**config.mk**
```make
export PLATFORM = sky130hd
export DESIGN_NAME = mips_mc_control
export DESIGN_NICKNAME = d
export VERILOG_FILES = /design/src/rtl/mips_mc_pkg.sv /design/src/rtl/mips_mc_control.sv
export SDC_FILE = /design/constraint.sdc
export NUM_CORES = 1
export LEC_CHECK = 0
export ABC_AREA = 1
export CORE_MARGIN = 1.5
export CORE_UTILIZATION = 35
export DETAILED_ROUTE_END_ITERATION = 10
export PLACE_DENSITY = 0.76
export SYNTH_ARGS = -nofsm -noshare
export SYNTH_HDL_FRONTEND = slang
export SYNTH_SLANG_ARGS = --single-unit
```
**constraint.sdc**
```tcl
create_clock -name clk -period 1.6 [get_ports clk]
set_input_delay 0.48 -clock clk [delete_from_list [all_inputs] [get_ports clk]]
set_output_delay 0.48 -clock clk [all_outputs]
set_load 0.02 [all_outputs]
```
**src/rtl/mips_mc_pkg.sv**
```systemverilog
// -----------------------------------------------------------------------------
// mips_mc_pkg
//   Shared definitions for the multicycle MIPS controller and its datapath:
//   state encoding, supported opcodes, datapath mux/ALU encodings, and the
//   bundled control word driven by the controller.
//   No ports (package).
// -----------------------------------------------------------------------------
package mips_mc_pkg;

    // State encoding is also exported on state_dbg, so values are pinned.
    typedef enum logic [3:0] {
        FETCH     = 4'd0,
        DECODE    = 4'd1,
        MEM_ADDR  = 4'd2,
        MEM_RD    = 4'd3,
        MEM_WB    = 4'd4,
        MEM_WR    = 4'd5,
        R_EXEC    = 4'd6,
        R_WB      = 4'd7,
        BRANCH    = 4'd8,
        JUMP      = 4'd9,
        ADDI_EXEC = 4'd10,
        ADDI_WB   = 4'd11
    } state_t;

    // Supported opcodes (instruction bits [31:26]).
    localparam logic [5:0] OP_RTYPE = 6'b000000;
    localparam logic [5:0] OP_LW    = 6'b100011;
    localparam logic [5:0] OP_SW    = 6'b101011;
    localparam logic [5:0] OP_BEQ   = 6'b000100;
    localparam logic [5:0] OP_J     = 6'b000010;
    localparam logic [5:0] OP_ADDI  = 6'b001000;

    // ALU operand B select.
    typedef enum logic [1:0] {
        SRC_B_REG     = 2'b00,  // register B
        SRC_B_FOUR    = 2'b01,  // constant 4
        SRC_B_IMM     = 2'b10,  // sign-extended immediate
        SRC_B_IMM_SH2 = 2'b11   // sign-extended immediate << 2
    } alu_src_b_t;

    // ALU operation class; funct decoding happens in the ALU control.
    typedef enum logic [1:0] {
        ALU_ADD   = 2'b00,
        ALU_SUB   = 2'b01,
        ALU_FUNCT = 2'b10
    } alu_op_t;

    // Next-PC select.
    typedef enum logic [1:0] {
        PC_ALU     = 2'b00,  // ALU result (PC + 4 during fetch)
        PC_ALU_OUT = 2'b01,  // ALUOut (branch target computed in decode)
        PC_JUMP    = 2'b10   // jump target
    } pc_source_t;

    // Full control word, one field per datapath control.
    typedef struct packed {
        logic       pc_write;
        logic       pc_write_cond;
        logic       iord;
        logic       mem_read;
        logic       mem_write;
        logic       ir_write;
        logic       reg_dst;
        logic       mem_to_reg;
        logic       reg_write;
        logic       alu_src_a;
        alu_src_b_t alu_src_b;
        alu_op_t    alu_op;
        pc_source_t pc_source;
        logic       illegal_op;
    } ctrl_t;

    // Every control deasserted; each state only raises what it needs.
    localparam ctrl_t CTRL_IDLE = '0;

endpackage

```
**src/rtl/mips_mc_control.sv**
```systemverilog
// -----------------------------------------------------------------------------
// mips_mc_control
//   Moore control FSM for a multicycle MIPS datapath (lw, sw, R-type, beq, j,
//   addi). Controls are decoded combinationally from the current state; the
//   only input that shapes them is mem_ready (fetch handshake), plus the
//   opcode check that raises illegal_op while in DECODE.
//
// Ports
//   clk            in   clock, rising edge
//   rst            in   asynchronous, active-low reset (forces FETCH)
//   opcode         in   [OP_W] instruction opcode from the IR
//   zero           in   ALU zero flag (unused here; PC write logic qualifies)
//   mem_ready      in   memory access completes this cycle
//   pc_write .. alu_src_a  out  single-bit datapath controls
//   alu_src_b      out  [2] ALU operand B select
//   alu_op         out  [2] ALU operation class
//   pc_source      out  [2] next-PC select
//   illegal_op     out  one-cycle pulse on unsupported opcode
//   state_dbg      out  [4] current state encoding
// -----------------------------------------------------------------------------
module mips_mc_control
    import mips_mc_pkg::*;
#(
    parameter int OP_W = 6
) (
    input  logic            clk,
    input  logic            rst,
    input  logic [OP_W-1:0] opcode,
    input  logic            zero,
    input  logic            mem_ready,
    output logic            pc_write,
    output logic            pc_write_cond,
    output logic            iord,
    output logic            mem_read,
    output logic            mem_write,
    output logic            ir_write,
    output logic            reg_dst,
    output logic            mem_to_reg,
    output logic            reg_write,
    output logic            alu_src_a,
    output logic [1:0]      alu_src_b,
    output logic [1:0]      alu_op,
    output logic [1:0]      pc_source,
    output logic            illegal_op,
    output logic [3:0]      state_dbg
);

    state_t state;
    state_t state_next;
    ctrl_t  ctrl;

    // Branch qualification with zero is done at the PC register, so the
    // flag is intentionally not consumed by the controller.
    logic unused_zero;
    assign unused_zero = zero;

    function automatic logic op_is(input logic [OP_W-1:0] op, input logic [5:0] code);
        return op == OP_W'(code);
    endfunction

    // State register; reset takes effect immediately, even mid-stall.
    // NOTE: sequential state uses non-blocking assignment so every flop
    // samples the pre-edge value of its inputs.
    always_ff @(posedge clk or negedge rst) begin
        if (!rst) begin
            state <= FETCH;
        end else begin
            state <= state_next;
        end
    end

    always_comb begin
        // NOTE: defaults first so every path assigns every bit; no latches.
        state_next = FETCH;
        ctrl       = CTRL_IDLE;

        case (state)
            FETCH: begin
                ctrl.mem_read  = 1'b1;
                ctrl.alu_src_b = SRC_B_FOUR;
                if (mem_ready) begin
                    ctrl.ir_write = 1'b1;
                    ctrl.pc_write = 1'b1;
                    state_next    = DECODE;
                end else begin
                    state_next = FETCH;
                end
            end

            DECODE: begin
                // Branch target is precomputed here into ALUOut.
                ctrl.alu_src_b = SRC_B_IMM_SH2;
                if (op_is(opcode, OP_LW) || op_is(opcode, OP_SW)) begin
                    state_next = MEM_ADDR;
                end else if (op_is(opcode, OP_RTYPE)) begin
                    state_next = R_EXEC;
                end else if (op_is(opcode, OP_BEQ)) begin
                    state_next = BRANCH;
                end else if (op_is(opcode, OP_J)) begin
                    state_next = JUMP;
                end else if (op_is(opcode, OP_ADDI)) begin
                    state_next = ADDI_EXEC;
                end else begin
                    ctrl.illegal_op = 1'b1;
                    state_next      = FETCH;
                end
            end

            MEM_ADDR: begin
                ctrl.alu_src_a = 1'b1;
                ctrl.alu_src_b = SRC_B_IMM;
                if (op_is(opcode, OP_LW)) begin
                    state_next = MEM_RD;
                end else if (op_is(opcode, OP_SW)) begin
                    state_next = MEM_WR;
                end else begin
                    state_next = FETCH;
                end
            end

            MEM_RD: begin
                ctrl.mem_read = 1'b1;
                ctrl.iord     = 1'b1;
                state_next    = mem_ready ? MEM_WB : MEM_RD;
            end

            MEM_WB: begin
                ctrl.reg_write  = 1'b1;
                ctrl.mem_to_reg = 1'b1;
                state_next      = FETCH;
            end

            MEM_WR: begin
                ctrl.mem_write = 1'b1;
                ctrl.iord      = 1'b1;
                state_next     = mem_ready ? FETCH : MEM_WR;
            end

            R_EXEC: begin
                ctrl.alu_src_a = 1'b1;
                ctrl.alu_src_b = SRC_B_REG;
                ctrl.alu_op    = ALU_FUNCT;
                state_next     = R_WB;
            end

            R_WB: begin
                ctrl.reg_write = 1'b1;
                ctrl.reg_dst   = 1'b1;
                state_next     = FETCH;
            end

            BRANCH: begin
                // The PC register gates pc_write_cond with zero.
                ctrl.alu_src_a     = 1'b1;
                ctrl.alu_src_b     = SRC_B_REG;
                ctrl.alu_op        = ALU_SUB;
                ctrl.pc_write_cond = 1'b1;
                ctrl.pc_source     = PC_ALU_OUT;
                state_next         = FETCH;
            end

            JUMP: begin
                ctrl.pc_write  = 1'b1;
                ctrl.pc_source = PC_JUMP;
                state_next     = FETCH;
            end

            ADDI_EXEC: begin
                ctrl.alu_src_a = 1'b1;
                ctrl.alu_src_b = SRC_B_IMM;
                state_next     = ADDI_WB;
            end

            ADDI_WB: begin
                ctrl.reg_write = 1'b1;
                state_next     = FETCH;
            end

            // Unused encodings: all controls idle, recover through FETCH.
            default: begin
                ctrl       = CTRL_IDLE;
                state_next = FETCH;
            end
        endcase
    end

    assign pc_write      = ctrl.pc_write;
    assign pc_write_cond = ctrl.pc_write_cond;
    assign iord          = ctrl.iord;
    assign mem_read      = ctrl.mem_read;
    assign mem_write     = ctrl.mem_write;
    assign ir_write      = ctrl.ir_write;
    assign reg_dst       = ctrl.reg_dst;
    assign mem_to_reg    = ctrl.mem_to_reg;
    assign reg_write     = ctrl.reg_write;
    assign alu_src_a     = ctrl.alu_src_a;
    assign alu_src_b     = ctrl.alu_src_b;
    assign alu_op        = ctrl.alu_op;
    assign pc_source     = ctrl.pc_source;
    assign illegal_op    = ctrl.illegal_op;
    assign state_dbg     = state;

endmodule

```
==> results.cfg, run 1 <==
[status]
status = aborted with a tool error
lastStage = global routing
stop_error = [ERROR DPL-0033] detailed placement checks failed during check placement.

[die]
dieHeight_um = 40.4
start_util_pct = 37.7
rows = 13
ioPinCount = 31
die_w_um = 40.4

[synth]
ys_types = 14
synthMuxAreaShare_pct = 0
seq_area_frac_synth_pct = 20.4
netlist_area_um2 = 490
synthFlopType = dfrtp_1
synth_async_sr_flop_share_pct = 100
synthCells = 89
synth_largest_area_cell = dfrtp_1
synthXorXnorAreaFrac_pct = 0
synthAdderAreaFrac_pct = 0
ys_top_cells_by_count = nand2_1 (19), nor2_1 (19), inv_1 (11)
yosys_warnings = 0
synth_compound_area_share_pct = 7.14
synth_area_leaders = dfrtp_1 (20%), nand2_1 (15%), nor2_1 (15%)
avgSynthCellArea_um2 = 5.51
synth_edf_count = 0
synth_top_family_by_area = simple AND/OR/NAND/NOR gates
synthSimpleGateAreaFrac_pct = 58.4
synth-seq-cells = 4
syn_nets = 99
synth_top_area_share_pct = 20.4

[clocking]
root_buffer = clkbuf_4
cts.sinks = 4
h-tree-depth = 1
cts_inserted_buffers = 3
hold_buffers = 0
clock_tree.buffer_depth = 2

[place]
post-place-ws_ns = -0.937
gp_congestion = 0.836
port_buffers = 29
hpwl_um = 1320
placed_cell_area_um2 = 982

[timing]
worst_endpoint = pc_write
worst-ep-kind = primary output

[global_route]
antenna_found_initial = 0
grt_max_degree = 6
[through the flow]
step	utilization, %	std cells	TNS (ns)
2_1_floorplan	-	89	-0.251
3_3_place_gp	75.5	154	-7.55
3_5_place_dp	75.5	154	-8.08
4_1_cts	85.6	164	-2.52
[cells by family after synthesis]
| family | Yosys count |
|---|---|
| buffers and inverters | 17 |
| AOI/OAI and AO/OA | 7 |
| DFF | 4 |
| and+or+nand+nor | 61 |
[what timing repair did]
item / 4_1_cts
endpoints found under the hold margin: 0
gates resized for setup: 136
pin swaps: 14
buffers inserted: 6
setup endpoints to repair: 21
==> inputs of run 2 (changes only) <==
--- a/config.mk
+++ b/config.mk
@@ -6,10 +6,10 @@
 export NUM_CORES = 1
 export LEC_CHECK = 0
 export ABC_AREA = 1
-export CORE_MARGIN = 1.5
-export CORE_UTILIZATION = 35
+export CORE_AREA = 2 2 63 65
 export DETAILED_ROUTE_END_ITERATION = 10
-export PLACE_DENSITY = 0.76
+export DIE_AREA = 0 0 65 67
+export PLACE_DENSITY_LB_ADDON = 0.15
 export SYNTH_ARGS = -nofsm -noshare
 export SYNTH_HDL_FRONTEND = slang
 export SYNTH_SLANG_ARGS = --single-unit
==> results.cfg, run 2 <==
[status]
status = finished, violations left
violations = setup timing

[cells_and_area]
nNetsFinal = 175
diodes = 0
syn_to_final_growth_pct = 195
largest_register_ffs = 4
most-common-layout-cells = buf_4 (40), buf_6 (20), nor2_4 (13), nand2_1 (11), inv_2 (10)
seqCellArea_um2 = 104
nFillCells = 389
utilization_pct = 40.1
layout-drive-gt1-share_pct = 73.8
multi_input_area_um2 = 505
final_common_cell = buf_4

[power_and_ir_drop]
finalPower_mw = 0.627
max-vdd-ir-drop_mv = 0.171
power_density_nw_per_um2 = 433
p_leak_nw = 0.747

[job]
drv_cap = 0

[synth]
synth_area_leaders = dfrtp_1 (20%), nand2_1 (15%), nor2_1 (15%)
synthAdderAreaFrac_pct = 0
synthFlopType = dfrtp_1
yosys_warnings = 0
synthCells = 89
ys_top_cells_by_count = nand2_1 (19), nor2_1 (19), inv_1 (11)
synth_async_sr_flop_share_pct = 100
synth-seq-cells = 4
netlist_area_um2 = 490
synthXorXnorAreaFrac_pct = 0
ys_types = 14
synthMuxAreaShare_pct = 0
synth_compound_area_share_pct = 7.14
seq_area_frac_synth_pct = 20.4
synth_edf_count = 0
syn_nets = 99
synth_top_area_share_pct = 20.4
synth_largest_area_cell = dfrtp_1
synthSimpleGateAreaFrac_pct = 58.4
avgSynthCellArea_um2 = 5.51
synth_top_family_by_area = simple AND/OR/NAND/NOR gates

[detailed_routing]
vias = 841
drt_first_pass_iters = 4
viasPerCell = 3.97
drt_iter0_markers = 16
drc = 0
detail-route-antenna-nets = 0
wire_per_inst_um = 10.0
wl_um = 2130

[hold_path]
hold_class = input port to asynchronous set/reset pin

[setup_path]
critPathKind = input port to output pin
startpoint_type = input port
rrSetupSlack_ns = 0.13
worstPathArrival_ns = 1.31
endpoint_kind = output pin
r2r-end = state_dbg[2]
worstRegToRegCells = 11
worstPathMaxFanout = 3
critPathRequiredTime_ns = 1.12
worstReg2RegStart = state_dbg[3]

[global_route]
grt_first_pass_wirelength_um = 3510
gr-total-overflow = 0
track_usage_pct = 10.3
grt_pass1_vias = 868
antenna_found_initial = 0
grt_max_degree = 6

[clocking]
clock_tree.buffer_depth = 2
cts.clk_slew.worst_paths_ns = 0.03
cts.sinks = 4
cts_inserted_buffers = 3
cts_tree = yes
worstSkewPairLatency_ns = 0.22
hold_buffers = 0
h-tree-depth = 1
root_buffer = clkbuf_8

[die]
rows = 22
die_w_um = 65
dieHeight_um = 67
core_area_um2 = 3610
ioPinCount = 31
start_util_pct = 13.6
dieArea_um2 = 4360

[timing]
finalHoldViolations = 0
tightestPinTransition_ns = 0.212
clock-skew-final_ns = 0.00438
slew_viol_final = 0
rsz0062_at_grt = true
finalCriticalPeriod_ns = 1.79
setup_violations = 16
fin_ws_ns = -0.191
timing.fmax_ghz = 0.558
fin_crit_sh_pct = 112
slew-limit-headroom_pct = 85.9

[place]
hpwl_um = 1550
port_buffers = 29
gp_congestion = 0.744
run 2: layout make-up:
class,instances,share of cell area (%)
repair buffers,73,46.2
multi-input cells,68,34.9
flip-flops and latches,4,7.17
inverters,15,4.41
well taps,48,4.15
clock buffers,4,3.11
run 2: how the worst max path moves through the flow:
stage,from,endpoint,slack (ns)
final,opcode[3],illegal_op,-0.19
after global routing,state_dbg[1],reg_write,-0.24
after detailed placement,opcode[3],illegal_op,-0.97
after global placement,opcode[3],illegal_op,-0.93
after CTS,state_dbg[1],reg_write,-0.21
after floorplan,state_dbg[0],alu_src_a,-0.06
run 2: routing by layer:
metal | global-route usage, % | vias up | share of wire, %
met1 | 10.4 | 383 | 38
met3 | 1.01 | 2 | 4.6
li1 | - | 432 | -
met4 | 4.79 | 0 | 0.66
met5 | 0 | - | 0
met2 | 20.9 | 24 | 57
run 2: logic make-up after synthesis:
group	after synthesis
buf+inv	17
simple gates	61
compound gates	7
flops	4
run 2: worst max-delay path: stages:
cell	delay, ns
clkdlybuf4s15_2	0.21
inv_2	0.05
nor2_4	0.15
nand3_2	0.11
nand4_1	0.15
nor2_4	0.04
buf_6	0.12
run 2: metrics by stage:
step	area, um2	setup WS, ns	setup TNS [ns]	std cells	hold slack (ns)
detailed placement	1080	-0.969	-7.99	194	0.696
global placement	1080	-0.929	-7.90	194	0.690
finish	1450	-0.191	-1.67	212	0.464
global route	1450	-0.237	-2.66	212	0.481
CTS	1360	-0.209	-1.86	210	0.464
floorplan	513	-0.0623	-0.251	89	0.184
run 2: report_power, final:
group	total [mW]	switching, mW	internal, mW	leakage (nW)
Clock	0.221	0.0509	0.170	0.0228
Combinational	0.297	0.149	0.148	0.675
Sequential	0.110	0.00310	0.107	0.0497
run 2: what timing repair did:
item                                    4_1_cts  5_1_grt
resized for setup                           164       17
endpoints found under the hold margin         0        0
pin swaps                                    16        8
endpoints found under the setup margin       22       18
setup buffers                                13        3
Power figures use the tool's default switching activity.
